==> src/rtl/db9md_scan_if.sv <==
// db9md_scan_if
//   Pad-side bus of the DB9 Mega Drive scanner.
//   joy_in     6  pad lines, active-low: [0]Up [1]Down [2]Left [3]Right [4]TL [5]TR
//   joy_mdsel  1  pad select (TH)
//   joy_split  1  port select: 0 = player 1, 1 = player 2
//   joystick1  16 player 1 button word, active-high
//   joystick2  16 player 2 button word, active-high
//   slave  : the scanner (drives select lines and button words)
//   master : the pad / system side (drives joy_in)
interface db9md_scan_if;
    logic [5:0]  joy_in;
    logic        joy_mdsel;
    logic        joy_split;
    logic [15:0] joystick1;
    logic [15:0] joystick2;

    modport master (
        output joy_in,
        input  joy_mdsel,
        input  joy_split,
        input  joystick1,
        input  joystick2
    );

    modport slave (
        input  joy_in,
        output joy_mdsel,
        output joy_split,
        output joystick1,
        output joystick2
    );
endinterface

==> src/rtl/db9md_scan.sv <==
// db9md_scan
//   Scans one or two Mega Drive / Atari-style pads on the shared DB9 bus and
//   latches one complete button word per player once per scan frame.
//   clk    : system clock
//   reset  : synchronous, active-high
//   bus    : db9md_scan_if.slave (joy_in in; joy_mdsel, joy_split,
//            joystick1, joystick2 out)
//   Button word: [0]R [1]L [2]D [3]U [4]B [5]C [6]A [7]Start [8]Mode [9]X
//                [10]Y [11]Z, [15:12]=0
//
//   state    | meaning
//   ---------+------------------------------------------------------------
//   ST_P1    | scanning player 1 (split=0), phases S0..S7
//   ST_P2    | scanning player 2 (split=1), phases S0..S7
//   ST_IDLE  | split=0, mdsel=1 for IDLE_CYC so 6-button pads time out
module db9md_scan #(
    parameter int PHASE_CYC = 480,
    parameter int IDLE_CYC  = 96000
) (
    input  logic         clk,
    input  logic         reset,
    db9md_scan_if.slave  bus
);

    localparam int MAXC = (IDLE_CYC > PHASE_CYC) ? IDLE_CYC : PHASE_CYC;
    localparam int CW   = $clog2(MAXC);

    typedef enum logic [1:0] {
        ST_P1   = 2'd0,
        ST_P2   = 2'd1,
        ST_IDLE = 2'd2
    } state_t;

    state_t          state_q, state_d;
    logic [2:0]      phase_q, phase_d;
    logic [CW-1:0]   cnt_q, cnt_d;
    logic            mdsel_q, mdsel_d;
    logic            split_q, split_d;
    logic [5:0]      sync1_q, sync1_d;
    logic [5:0]      sync2_q, sync2_d;
    logic [5:0]      base_q, base_d;       // {C,B,U,D,L,R}
    logic            md_det_q, md_det_d;
    logic [1:0]      start_a_q, start_a_d; // {Start,A}
    logic            six_det_q, six_det_d;
    logic [3:0]      ext_q, ext_d;         // {Z,Y,X,Mode}
    logic [11:0]     joy1_q, joy1_d;
    logic [11:0]     joy2_q, joy2_d;

    logic [5:0]      pressed;
    logic            phase_end;
    logic            idle_end;
    logic [11:0]     word;

    always_comb begin
        pressed   = ~sync2_q;
        phase_end = (cnt_q == CW'(PHASE_CYC - 1));
        idle_end  = (cnt_q == CW'(IDLE_CYC - 1));

        // Pad-type masking: Atari/SMS pads report no A/Start, 3-button pads
        // report no Mode/X/Y/Z.
        word = {(md_det_q && six_det_q) ? ext_q : 4'h0,
                md_det_q ? start_a_q : 2'b00,
                base_q};

        sync1_d   = bus.joy_in;
        sync2_d   = sync1_q;
        state_d   = state_q;
        phase_d   = phase_q;
        cnt_d     = cnt_q + CW'(1);
        mdsel_d   = mdsel_q;
        split_d   = split_q;
        base_d    = base_q;
        md_det_d  = md_det_q;
        start_a_d = start_a_q;
        six_det_d = six_det_q;
        ext_d     = ext_q;
        joy1_d    = joy1_q;
        joy2_d    = joy2_q;

        unique case (state_q)
            ST_P1, ST_P2: begin
                if (phase_end) begin
                    cnt_d = '0;
                    unique case (phase_q)
                        3'd0: base_d    = {pressed[5], pressed[4], pressed[0],
                                           pressed[1], pressed[2], pressed[3]};
                        3'd1: begin
                            md_det_d  = pressed[2] & pressed[3];
                            start_a_d = {pressed[5], pressed[4]};
                        end
                        3'd5: six_det_d = &pressed[3:0];
                        3'd6: ext_d     = {pressed[0], pressed[1],
                                           pressed[2], pressed[3]};
                        default: ;
                    endcase

                    if (phase_q == 3'd7) begin
                        phase_d = 3'd0;
                        mdsel_d = 1'b1;
                        if (state_q == ST_P1) begin
                            joy1_d  = word;
                            state_d = ST_P2;
                            split_d = 1'b1;
                        end else begin
                            joy2_d  = word;
                            state_d = ST_IDLE;
                            split_d = 1'b0;
                        end
                    end else begin
                        phase_d = phase_q + 3'd1;
                        // Next phase is even (mdsel high) exactly when this one is odd.
                        mdsel_d = phase_q[0];
                    end
                end
            end
            ST_IDLE: begin
                if (idle_end) begin
                    cnt_d   = '0;
                    state_d = ST_P1;
                    phase_d = 3'd0;
                    mdsel_d = 1'b1;
                    split_d = 1'b0;
                end
            end
            default: begin
                cnt_d   = '0;
                state_d = ST_P1;
                phase_d = 3'd0;
                mdsel_d = 1'b1;
                split_d = 1'b0;
            end
        endcase
    end

    always_ff @(posedge clk) begin
        if (reset) begin
            state_q   <= ST_P1;
            phase_q   <= 3'd0;
            cnt_q     <= '0;
            mdsel_q   <= 1'b1;
            split_q   <= 1'b0;
            sync1_q   <= 6'h3F;
            sync2_q   <= 6'h3F;
            base_q    <= 6'h00;
            md_det_q  <= 1'b0;
            start_a_q <= 2'b00;
            six_det_q <= 1'b0;
            ext_q     <= 4'h0;
            joy1_q    <= 12'h000;
            joy2_q    <= 12'h000;
        end else begin
            state_q   <= state_d;
            phase_q   <= phase_d;
            cnt_q     <= cnt_d;
            mdsel_q   <= mdsel_d;
            split_q   <= split_d;
            sync1_q   <= sync1_d;
            sync2_q   <= sync2_d;
            base_q    <= base_d;
            md_det_q  <= md_det_d;
            start_a_q <= start_a_d;
            six_det_q <= six_det_d;
            ext_q     <= ext_d;
            joy1_q    <= joy1_d;
            joy2_q    <= joy2_d;
        end
    end

    assign bus.joy_mdsel = mdsel_q;
    assign bus.joy_split = split_q;
    assign bus.joystick1 = {4'h0, joy1_q};
    assign bus.joystick2 = {4'h0, joy2_q};

endmodule

==> src/flat_wrapper.sv <==
// flat-port wrapper written by rule: the top's interface ports become plain ports
module db9md_scan_flat 
#(
    parameter int PHASE_CYC = 480,
    parameter int IDLE_CYC  = 96000
)
  (clk, reset, bus_joy_in, bus_joy_mdsel, bus_joy_split, bus_joystick1, bus_joystick2);
  db9md_scan_if bus_i ();
  input  logic clk;
  input  logic reset;
  input wire logic [$bits(bus_i.joy_in)-1:0] bus_joy_in;
  output wire logic [$bits(bus_i.joy_mdsel)-1:0] bus_joy_mdsel;
  output wire logic [$bits(bus_i.joy_split)-1:0] bus_joy_split;
  output wire logic [$bits(bus_i.joystick1)-1:0] bus_joystick1;
  output wire logic [$bits(bus_i.joystick2)-1:0] bus_joystick2;
  assign bus_i.joy_in = bus_joy_in;
  assign bus_joy_mdsel = bus_i.joy_mdsel;
  assign bus_joy_split = bus_i.joy_split;
  assign bus_joystick1 = bus_i.joystick1;
  assign bus_joystick2 = bus_i.joystick2;
  db9md_scan #(.PHASE_CYC(PHASE_CYC), .IDLE_CYC(IDLE_CYC)) u_core (.clk(clk), .reset(reset), .bus(bus_i));
endmodule
==> config.mk <==
export PLATFORM = sky130hd
export DESIGN_NAME = db9md_scan_flat
export DESIGN_NICKNAME = d
export VERILOG_FILES = /design/src/rtl/db9md_scan_if.sv /design/src/rtl/db9md_scan.sv /design/src/flat_wrapper.sv
export SDC_FILE = /design/constraint.sdc
export NUM_CORES = 1
export LEC_CHECK = 0
export CORE_MARGIN = 2
export CORE_UTILIZATION = 48
export DETAILED_ROUTE_END_ITERATION = 8
export PLACE_DENSITY = 0.71
export SYNTH_ARGS = -nofsm -noshare
export SYNTH_HDL_FRONTEND = slang
export SYNTH_SLANG_ARGS = --single-unit
==> constraint.sdc <==
create_clock -name clk -period 2.2 [get_ports clk]
set_input_delay 0.66 -clock clk [delete_from_list [all_inputs] [get_ports clk]]
set_output_delay 0.66 -clock clk [all_outputs]
set_load 0.01 [all_outputs]
==> results of run 1 <==
==> layout make-up <==
class	instances	area, sq um	share of cell area
sequential	73	1461	0.4139
multi-input combinational	226	1309	0.3707
clock buffer	10	127.6	0.03614
inverter	5	18.77	0.005315
clock inverter	5	105.1	0.02977
timing repair buffer	45	415.4	0.1176
tap	75	93.84	0.02658
==> where the power goes <==
group	internal [uW]	switching, uW
sequential	1340	10.2
combinational	26.9	34.4
clock	747	481
total	2110	526
==> metrics by stage <==
stage / hold slack [ns] / utilization / cell area (sq um) / setup slack [ns]
after floorplan: 0.3895 / - / 2924 / 0.1382
after global placement: 0.3911 / 0.5589 / 3289 / 0.1298
after detailed placement: 0.3932 / 0.5589 / 3289 / 0.08964
after CTS: 0.4111 / 0.5984 / 3522 / 0.08783
after global routing: 0.4244 / 0.5999 / 3531 / 0.02223
final: 0.4098 / 0.5999 / 3531 / 0.1941
==> cell usage after synthesis, types with 2 or more instances <==
| library cell | instances |
|---|---|
| nor3_1 | 5 |
| or2_2 | 12 |
| and4_1 | 2 |
| nand2b_1 | 2 |
| clkbuf_1 | 14 |
| ha_1 | 6 |
| xnor2_1 | 6 |
| a21oi_1 | 25 |
| nor2_1 | 37 |
| and3_1 | 3 |
| nand4_1 | 12 |
| nand2_1 | 50 |
| or3_1 | 4 |
| inv_1 | 5 |
| a211oi_1 | 12 |
| dfxtp_1 | 73 |
| nor4_4 | 2 |
| nand3_1 | 10 |
| buf_4 | 8 |
| nor4b_1 | 2 |
| nor4_2 | 3 |
| buf_2 | 4 |
| xor2_1 | 10 |
| mux2i_1 | 2 |
==> per-layer routing <==
| metal | up-vias | share of wire | track usage | routed length [um] |
|---|---|---|---|---|
| li1 | 1151 | - | - | - |
| met1 | 1007 | 0.50 | 0.2572 | 2761 |
| met2 | 57 | 0.44 | 0.2598 | 2430 |
| met3 | 6 | 0.057 | 0.05055 | 318 |
| met4 | 0 | 0.011 | 0.08333 | 59 |
| met5 | - | 0 | 0 | 0 |
==> flip-flops by register name (all words and copies together), names as in the netlist <==
| name | flops |
|---|---|
| u_core.ext_q | 4 |
| u_core.phase_q | 3 |
| u_core.joy1_q | 12 |
| u_core.state_q | 2 |
| u_core.base_q | 6 |
| u_core.sync1_q | 6 |
| u_core.joy2_q | 12 |
| u_core.bus.joy_mdsel | 1 |
| u_core.md_det_q | 1 |
| u_core.six_det_q | 1 |
| u_core.cnt_q | 17 |
| u_core.start_a_q | 2 |
| u_core.sync2_q | 6 |
==> cell families (layout without fill, tap and decap cells) <==
family,Yosys count,after routing,share of synthesized area
muxes,2,2,0.006909
buffers and inverters,32,65,0.05613
and+or+nand+nor,150,150,0.2660
other,1,8,0.001294
adders and majority gates,6,6,0.02591
DFF,73,73,0.5043
AOI/OAI and AO/OA,44,44,0.09111
xor gates and xnor gates,16,16,0.04836
==> worst max-delay path, stage by stage (launching register included) <==
cell	delay, ns
dfxtp_1	0.40
ha_1	0.23
and4_1	0.27
buf_4	0.15
nand4_1	0.13
o21bai_1	0.22
o31a_1	0.20
buf_4	0.23
nor2_1	0.07
==> worst paths after layout <==
path                            end  slack, ns               from  cells past startpoint
setup / recovery    u_core.cnt_q[7]       0.19    u_core.cnt_q[0]                      8
hold / removal    u_core.sync2_q[0]       0.41  u_core.sync1_q[0]                      1
setup reg to reg    u_core.cnt_q[7]       0.19    u_core.cnt_q[0]                      8
hold reg to reg   u_core.sync2_q[0]       0.41  u_core.sync1_q[0]                      1
==> metrics, run 1 <==
Post-synth EDFFs=0; Vert. Die Dim=just over 80 um; #FFs+latches synth=between 70 and 80; CTS root buf=clkbuf_8; sequential-to-total area share from yosys stat=0.5043; area share of the largest cell type after synthesis=0.5043; Final Non-Filler Cells=approximately 440; RSZ-0062 raised after global routing=false; FFs w/ async S/R, synth=0; maximum net fanout on the critical path=16; Tot Pwr=2635 uW; final setup TNS=0 ns; DR iter-0 viols=~140; Net count, final=about 370; most common cell after layout, fill and taps aside=dfxtp_1; mean post-synth cell area=8.944 sq um; commonest non-fill, non-tap cells in the layout=dfxtp_1 (73), nand2_1 (50), nor2_1 (37); Max-Cap Viols=0; Leakage Power=0.001212 uW; clk_skew=roughly 0.013 ns; First-pass DRT Iterations=4; Slew Limit Fails=0; # hold bufs at CTS=0; Starting Density=0.4923; largest net degree at the start of global routing=55; TritonCTS Buffers=9; CTS resizes=0; worst path required time=2.43 ns; IO buf count=33; Setup crit start kind=flip-flop; Pwr per Cell Area=746.4 mW/mm^2; WS Path Type=flip-flop to flip-flop; post-CTS setup repair buffer count=0; Placer Congestion=approximately 0.77; peak supply drop=0.5068 mV; die area=around 0.0067 sq mm; final setup fails=0; Area contributors post-synth=dfxtp_1 (50%), nand2_1 (6.5%), nor2_1 (4.8%); core outline area=a little under 0.006 sq mm; CTS tree=built; Hold Path Class=flip-flop to flip-flop; Vias/cell=between 5 and 6; status=finished clean; CTS Buffer Depth=2; Yosys Warn Count=0; Layout area overhead=21.85%; Wirelength per Cell=12.69 um; diodes inserted=0; Ports=42; share of layout cells above drive strength 1=0.1346; Post-Place Cells=about 420; Clk Latency, worst-skew pair=0.35 ns; clock-pin slew on the worst setup and hold paths=about 0.070 ns; clk sinks=73; # rows=28; DRC viols=0; Slew headroom=0.6667; Crit. End Element=flip-flop; total grt overflow=0; Final Hold Vio Count=0; post-layout min period=2.006 ns; Post-DRT Antenna Nets=0; die width=between 80 and 90 um; largest area contributor in the netlist=dfxtp_1; Syn Inst Count=324; Primary FF master, synth=dfxtp_1; Post-Route WL=between 5000 and 6000 um; htree depth=3; Fill cells=between 500 and 600; post-synth cell types=39; gr usage total=0.1828; fmax=0.4985 GHz; post-DP HPWL=3740 um; Slew @ Worst Pin=around 0.50 ns; Critical Path AT=~2.2 ns; DR vias=~2200; initial antenna violation count=0; global-route wire length before repair=9190 um; Mapped Area=0.002898 sq mm; final worst path period share=0.9118; vias in the first global route=roughly 2000
No activity file was read; power rests on OpenSTA's default activity.
==> run 2, diff against run 1 <==
Settings changed: CORE_UTILIZATION 48 to 50, CTS_BUF_LIST set to sky130_fd_sc_hd__clkbuf_8, HOLD_SLACK_MARGIN set to 0.12, PLACE_DENSITY 0.71 to unset, PLACE_DENSITY_LB_ADDON set to 0.15.
==> run 2 against run 1 <==
Against the previous run:
- die area decreased by 3.8%
- worst setup slack lost 0.0046 ns
- non-clock buffer count grew 4
- wire length increased by 1.5%
- critical path type unchanged
- sequential share of layout area is 0.27 points higher
- clock skew down 0.0049 ns
- largest power group unchanged
- combinational power rose by 8.8%
- clock-buffer cell count stayed put
- first-iteration DRC count is 29% higher
==> metrics, run 2 (synthesis gave the netlist of run 1 again) <==
RSZ-0062 raised after global routing=false; Hold Path Class=flip-flop to flip-flop; Leakage Power=roughly 0.0012 uW; gr usage total=0.1958; clock-pin slew on the worst setup and hold paths=~0.080 ns; worst r2r path cells=7; # rows=27; peak supply drop=between 0.4 and 0.5 mV; clk_skew=0.008276 ns; CTS resizes=0; max reg flops=17; Post-Place Cells=~430; Vert. Die Dim=80.13 um; TritonCTS Buffers=9; final setup fails=0; IO buf count=33; DR vias=between 2000 and 2500; reg2reg start=u_core.cnt_q[1]; Worst path max stage delay=0.50 ns; Top Registers=u_core.cnt_q x17, u_core.joy1_q x12, u_core.joy2_q x12; Slew Limit Fails=0; Wirelength per Cell=between 10 and 15 um; fmax=0.4974 GHz; htree depth=3; Clk Latency, worst-skew pair=0.34 ns; initial antenna violation count=0; Post-Route WL=5651 um; status=finished clean; vias in the first global route=roughly 2100; Top reg by flops=u_core.cnt_q; share of layout cells above drive strength 1=0.1440; post-layout min period=between 2 and 2.5 ns; Placer Congestion=~0.83; diodes inserted=0; r2r setup slk=about 0.19 ns; DR iter-0 viols=about 180; die width=around 80 um; Slew headroom=0.6330; CTS tree=built; endpoint of the worst hold path=u_core.sync2_q[3]; total grt overflow=0; worst path required time=approximately 2.4 ns; Crit. End Element=flip-flop; post-DP HPWL=4039 um; Vias/cell=between 5 and 6; WS Path Type=flip-flop to flip-flop; clk sinks=73; Setup crit start kind=flip-flop; Fill cells=just under 500; global-route wire length before repair=between 9000 and 10000 um; footprint of the multi-input gates=around 0.0013 sq mm; die area=0.006421 sq mm; Pwr per Cell Area=between 600 and 700 mW/mm^2; commonest non-fill, non-tap cells in the layout=dfxtp_1 (73), nand2_1 (50), nor2_1 (37); final setup TNS=0 ns; HP Start=u_core.sync1_q[3]; CTS root buf=clkbuf_8; Max-Cap Viols=0; Crit-path slowest cell=or4_1; Final Hold Vio Count=0; area occupied by registers=0.001461 sq mm; Post-DRT Antenna Nets=0; CP Cell Sequence=ha_1, and4_2, nand3_1, or4_1, buf_4, nand2_1, a21oi_1; Final Non-Filler Cells=440; CTS Buffer Depth=2; maximum net fanout on the critical path=12; Layout area overhead=21.07%; FF-to-FF End=u_core.joy2_q[3]; Ports=42; Slew @ Worst Pin=roughly 0.55 ns; post-CTS setup repair buffer count=0; DRC viols=0; largest net degree at the start of global routing=31; hold path depth=1; # hold bufs at CTS=0; final worst path period share=0.9139; core outline area=0.005540 sq mm; Net count, final=378; Starting Density=0.5230; Core Util, Final=0.6332; First-pass DRT Iterations=5; most common cell after layout, fill and taps aside=dfxtp_1; Critical Path AT=between 2 and 2.5 ns
==> run 2: metrics by stage <==
stage	power [uW]	area, sq um	hold WS (ns)	setup slack (ns)
floorplan	1424	2924	0.3895	0.1382
global placement	1441	3333	0.3921	0.02767
detailed placement	1442	3333	0.3958	0.01676
CTS	2342	3502	0.4130	0.04132
global route	2409	3508	0.4235	0.03700
finish	2322	3508	0.4089	0.1895
==> run 2: worst max-delay path by stage <==
| stage | cells after the start | from | slack [ns] | endpoint |
|---|---|---|---|---|
| 2_1_floorplan | 7 | u_core.cnt_q[0] | 0.14 | u_core.bus.joy_mdsel |
| 3_3_place_gp | 4 | reset | 0.03 | u_core.bus.joy_mdsel |
| 3_5_place_dp | 4 | reset | 0.02 | u_core.bus.joy_mdsel |
| 4_1_cts | 7 | u_core.phase_q[0] | 0.04 | u_core.joy1_q[9] |
| 5_1_grt | 8 | u_core.cnt_q[1] | 0.04 | u_core.base_q[2] |
| 6_report | 7 | u_core.cnt_q[1] | 0.19 | u_core.joy2_q[3] |
==> run 2: worst max-delay path, delay by kind of cell (launching register included) <==
family / cells / cell delay (ns)
compound gates: 1 / 0.06
fa+ha+maj: 1 / 0.22
buf+inv: 1 / 0.20
flops: 1 / 0.37
simple gates: 4 / 1.04
==> run 2: area by class of cell <==
type                       instances  share of cell area
clock buffer                      10             0.03923
clock inverter                     5            0.008916
inverter                           5            0.005350
multi-input combinational        226              0.3723
sequential                        73              0.4165
tap                               72             0.02568
timing repair buffer              49              0.1320
==> run 2: where the power goes <==
part	switching, uW	total [uW]	internal (uW)	leakage [uW]
logic	35.2	66.6	31.5	0.000533
clock network	479	911	431	0.0000883
registers	8.57	1340	1340	0.000591
==> run 2: metal layers <==
metal	wire, um	up-vias	track usage
met5	0	-	0
met4	36	0	0.09492
met3	236	4	0.05056
met2	2602	55	0.3133
met1	2777	1029	0.2450
li1	-	1158	-
==> run 3, diff against run 2 <==
Settings changed: SETUP_SLACK_MARGIN set to 0.1.
==> run 3 against run 2 <==
Against the previous run:
- wire length grew 4.7%
- highest routed layer unchanged
- clock power fell by 0.4%
- non-clock buffer count up 3
- clock-buffer cell count unchanged
- utilization increased by 0.84 points
- worst setup slack better by 0.018 ns
- critical path depth grew 1
==> metrics, run 3 (synthesis gave the netlist of run 1 again) <==
status=finished clean; Setup crit start kind=flip-flop; Slew @ Worst Pin=~0.52 ns; IO buf count=33; initial antenna violation count=0; # rows=27; global-route wire length before repair=9618 um; CTS tree=built; clock-pin slew on the worst setup and hold paths=roughly 0.07 ns; Top Metal Used=met4; Sequential Power Share=0.580; die area=~0.0064 sq mm; Tot Pwr=approximately 2300 uW; Final Hold Vio Count=0; clk_skew=0.007622 ns; gr usage total=0.1960; Crit. End Element=flip-flop; RSZ-0062 raised after global routing=false; met3 WL post-DR=around 330 um; Slew headroom=0.6472; CTS Buffer Depth=2; Pwr per Cell Area=around 650 mW/mm^2; Post-DRT Antenna Nets=0; Net count, final=381; worst path required time=around 2.4 ns; DR vias=2315; Top reg by flops=u_core.cnt_q; Starting Density=0.5230; clk sinks=73; most common cell after layout, fill and taps aside=dfxtp_1; # hold bufs at CTS=0; Slew Limit Fails=0; TritonCTS Buffers=9; total grt overflow=0; diodes inserted=0; DR iter-0 viols=168; Vert. Die Dim=80.13 um; die width=80.13 um; maximum net fanout on the critical path=6; post-DP HPWL=4039 um; fmax=approximately 0.5 GHz; peak supply drop=0.4210 mV; DRC viols=0; post-route cell area=0.003555 sq mm; largest net degree at the start of global routing=31; vias in the first global route=around 2100; combinational share of power=0.029; htree depth=3; Leakage Power=0.001230 uW; share of layout cells above drive strength 1=0.1644; Critical Path AT=2.21 ns; dpl cell area=0.003333 sq mm; Layout area overhead=22.67%; Fill cells=a little under 500; First-pass DRT Iterations=5; Vias/cell=around 5.2; post-layout min period=~2 ns; sw frac=0.2245; Clock Power Share=0.391; Hold Path Class=flip-flop to flip-flop; Post-Route WL=roughly 5900 um; wl on met1=approximately 2800 um; max reg flops=17; Top Registers=u_core.cnt_q x17, u_core.joy1_q x12, u_core.joy2_q x12; Clk Latency, worst-skew pair=0.34 ns; Ports=42; Psw=~520 uW; WL met2=2685 um; Wirelength per Cell=13.36 um; Max-Cap Viols=0; WS Path Type=flip-flop to flip-flop; final worst path period share=0.9058; CTS root buf=clkbuf_8; final setup fails=0; Placer Congestion=0.8280; core outline area=about 0.0055 sq mm; final setup TNS=0 ns; internal power=about 1800 uW; commonest non-fill, non-tap cells in the layout=dfxtp_1 (72), nand2_1 (50), nor2_1 (37)
==> run 3: path summary, 6_finish.rpt <==
path                                        start  depth (start not counted)  slack [ns]           endpoint
worst max register to register    u_core.cnt_q[1]                          8        0.21   u_core.base_q[0]
worst min-delay path            u_core.sync1_q[3]                          1        0.41  u_core.sync2_q[3]
worst min register to register  u_core.sync1_q[3]                          1        0.41  u_core.sync2_q[3]
worst max-delay path              u_core.cnt_q[1]                          8        0.21   u_core.base_q[0]
==> run 3: routing by layer <==
| layer | global-route usage | vias to the layer above |
|---|---|---|
| met1 | 0.2457 | 1066 |
| met3 | 0.05056 | 8 |
| met5 | 0 | - |
| li1 | - | 1163 |
| met2 | 0.3133 | 78 |
| met4 | 0.09492 | 0 |
==> run 3: worst max-delay path, stage by stage, from the launching register on <==
cell and delay, ns:
dfxtp_1 0.38, ha_2 0.22, and4_4 0.28, nand3_2 0.09, buf_4 0.19, nor4_4 0.26, buf_2 0.26, buf_4 0.13
a211oi_1 0.05
==> run 3: what timing repair did <==
| action | CTS | global route |
|---|---|---|
| pin swaps | 0 | 2 |
| gates resized for setup | 1 | 12 |
| buffers inserted | 0 | 1 |
| gates cloned | 0 | 2 |
| setup endpoints to repair | 12 | 42 |
==> run 3: per-stage QoR <==
| stage | setup WS [ns] | util | instances | hold WS [ns] |
|---|---|---|---|---|
| final | 0.2073 | 0.6416 | 443 | 0.4085 |
| after floorplan | 0.1382 | - | 331 | 0.3895 |
| after detailed placement | 0.01676 | 0.6016 | 425 | 0.3958 |
| after global placement | 0.02767 | 0.6016 | 425 | 0.3921 |
| after global routing | 0.09379 | 0.6416 | 443 | 0.4235 |
| after CTS | 0.1404 | 0.6330 | 440 | 0.4130 |
==> run 3: power groups by stage <==
stage / registers (uW) / clock network (uW) / logic, uW
after floorplan: 1370 / 0 / 50.5
after global placement: 1380 / 0 / 66.0
after detailed placement: 1380 / 0 / 67.1
after CTS: 1340 / 930 / 67.0
after global routing: 1350 / 989 / 75.3
final: 1340 / 907 / 67.4
==> run 3: final cells by class <==
class                      instances  area (sq um)  area share
sequential                        73          1463      0.4115
multi-input combinational        226          1334      0.3752
timing repair buffer              52         480.5      0.1352
clock buffer                      10         137.6     0.03872
tap                               72         90.09     0.02534
clock inverter                     5         31.28    0.008800
inverter                           5         18.77    0.005280
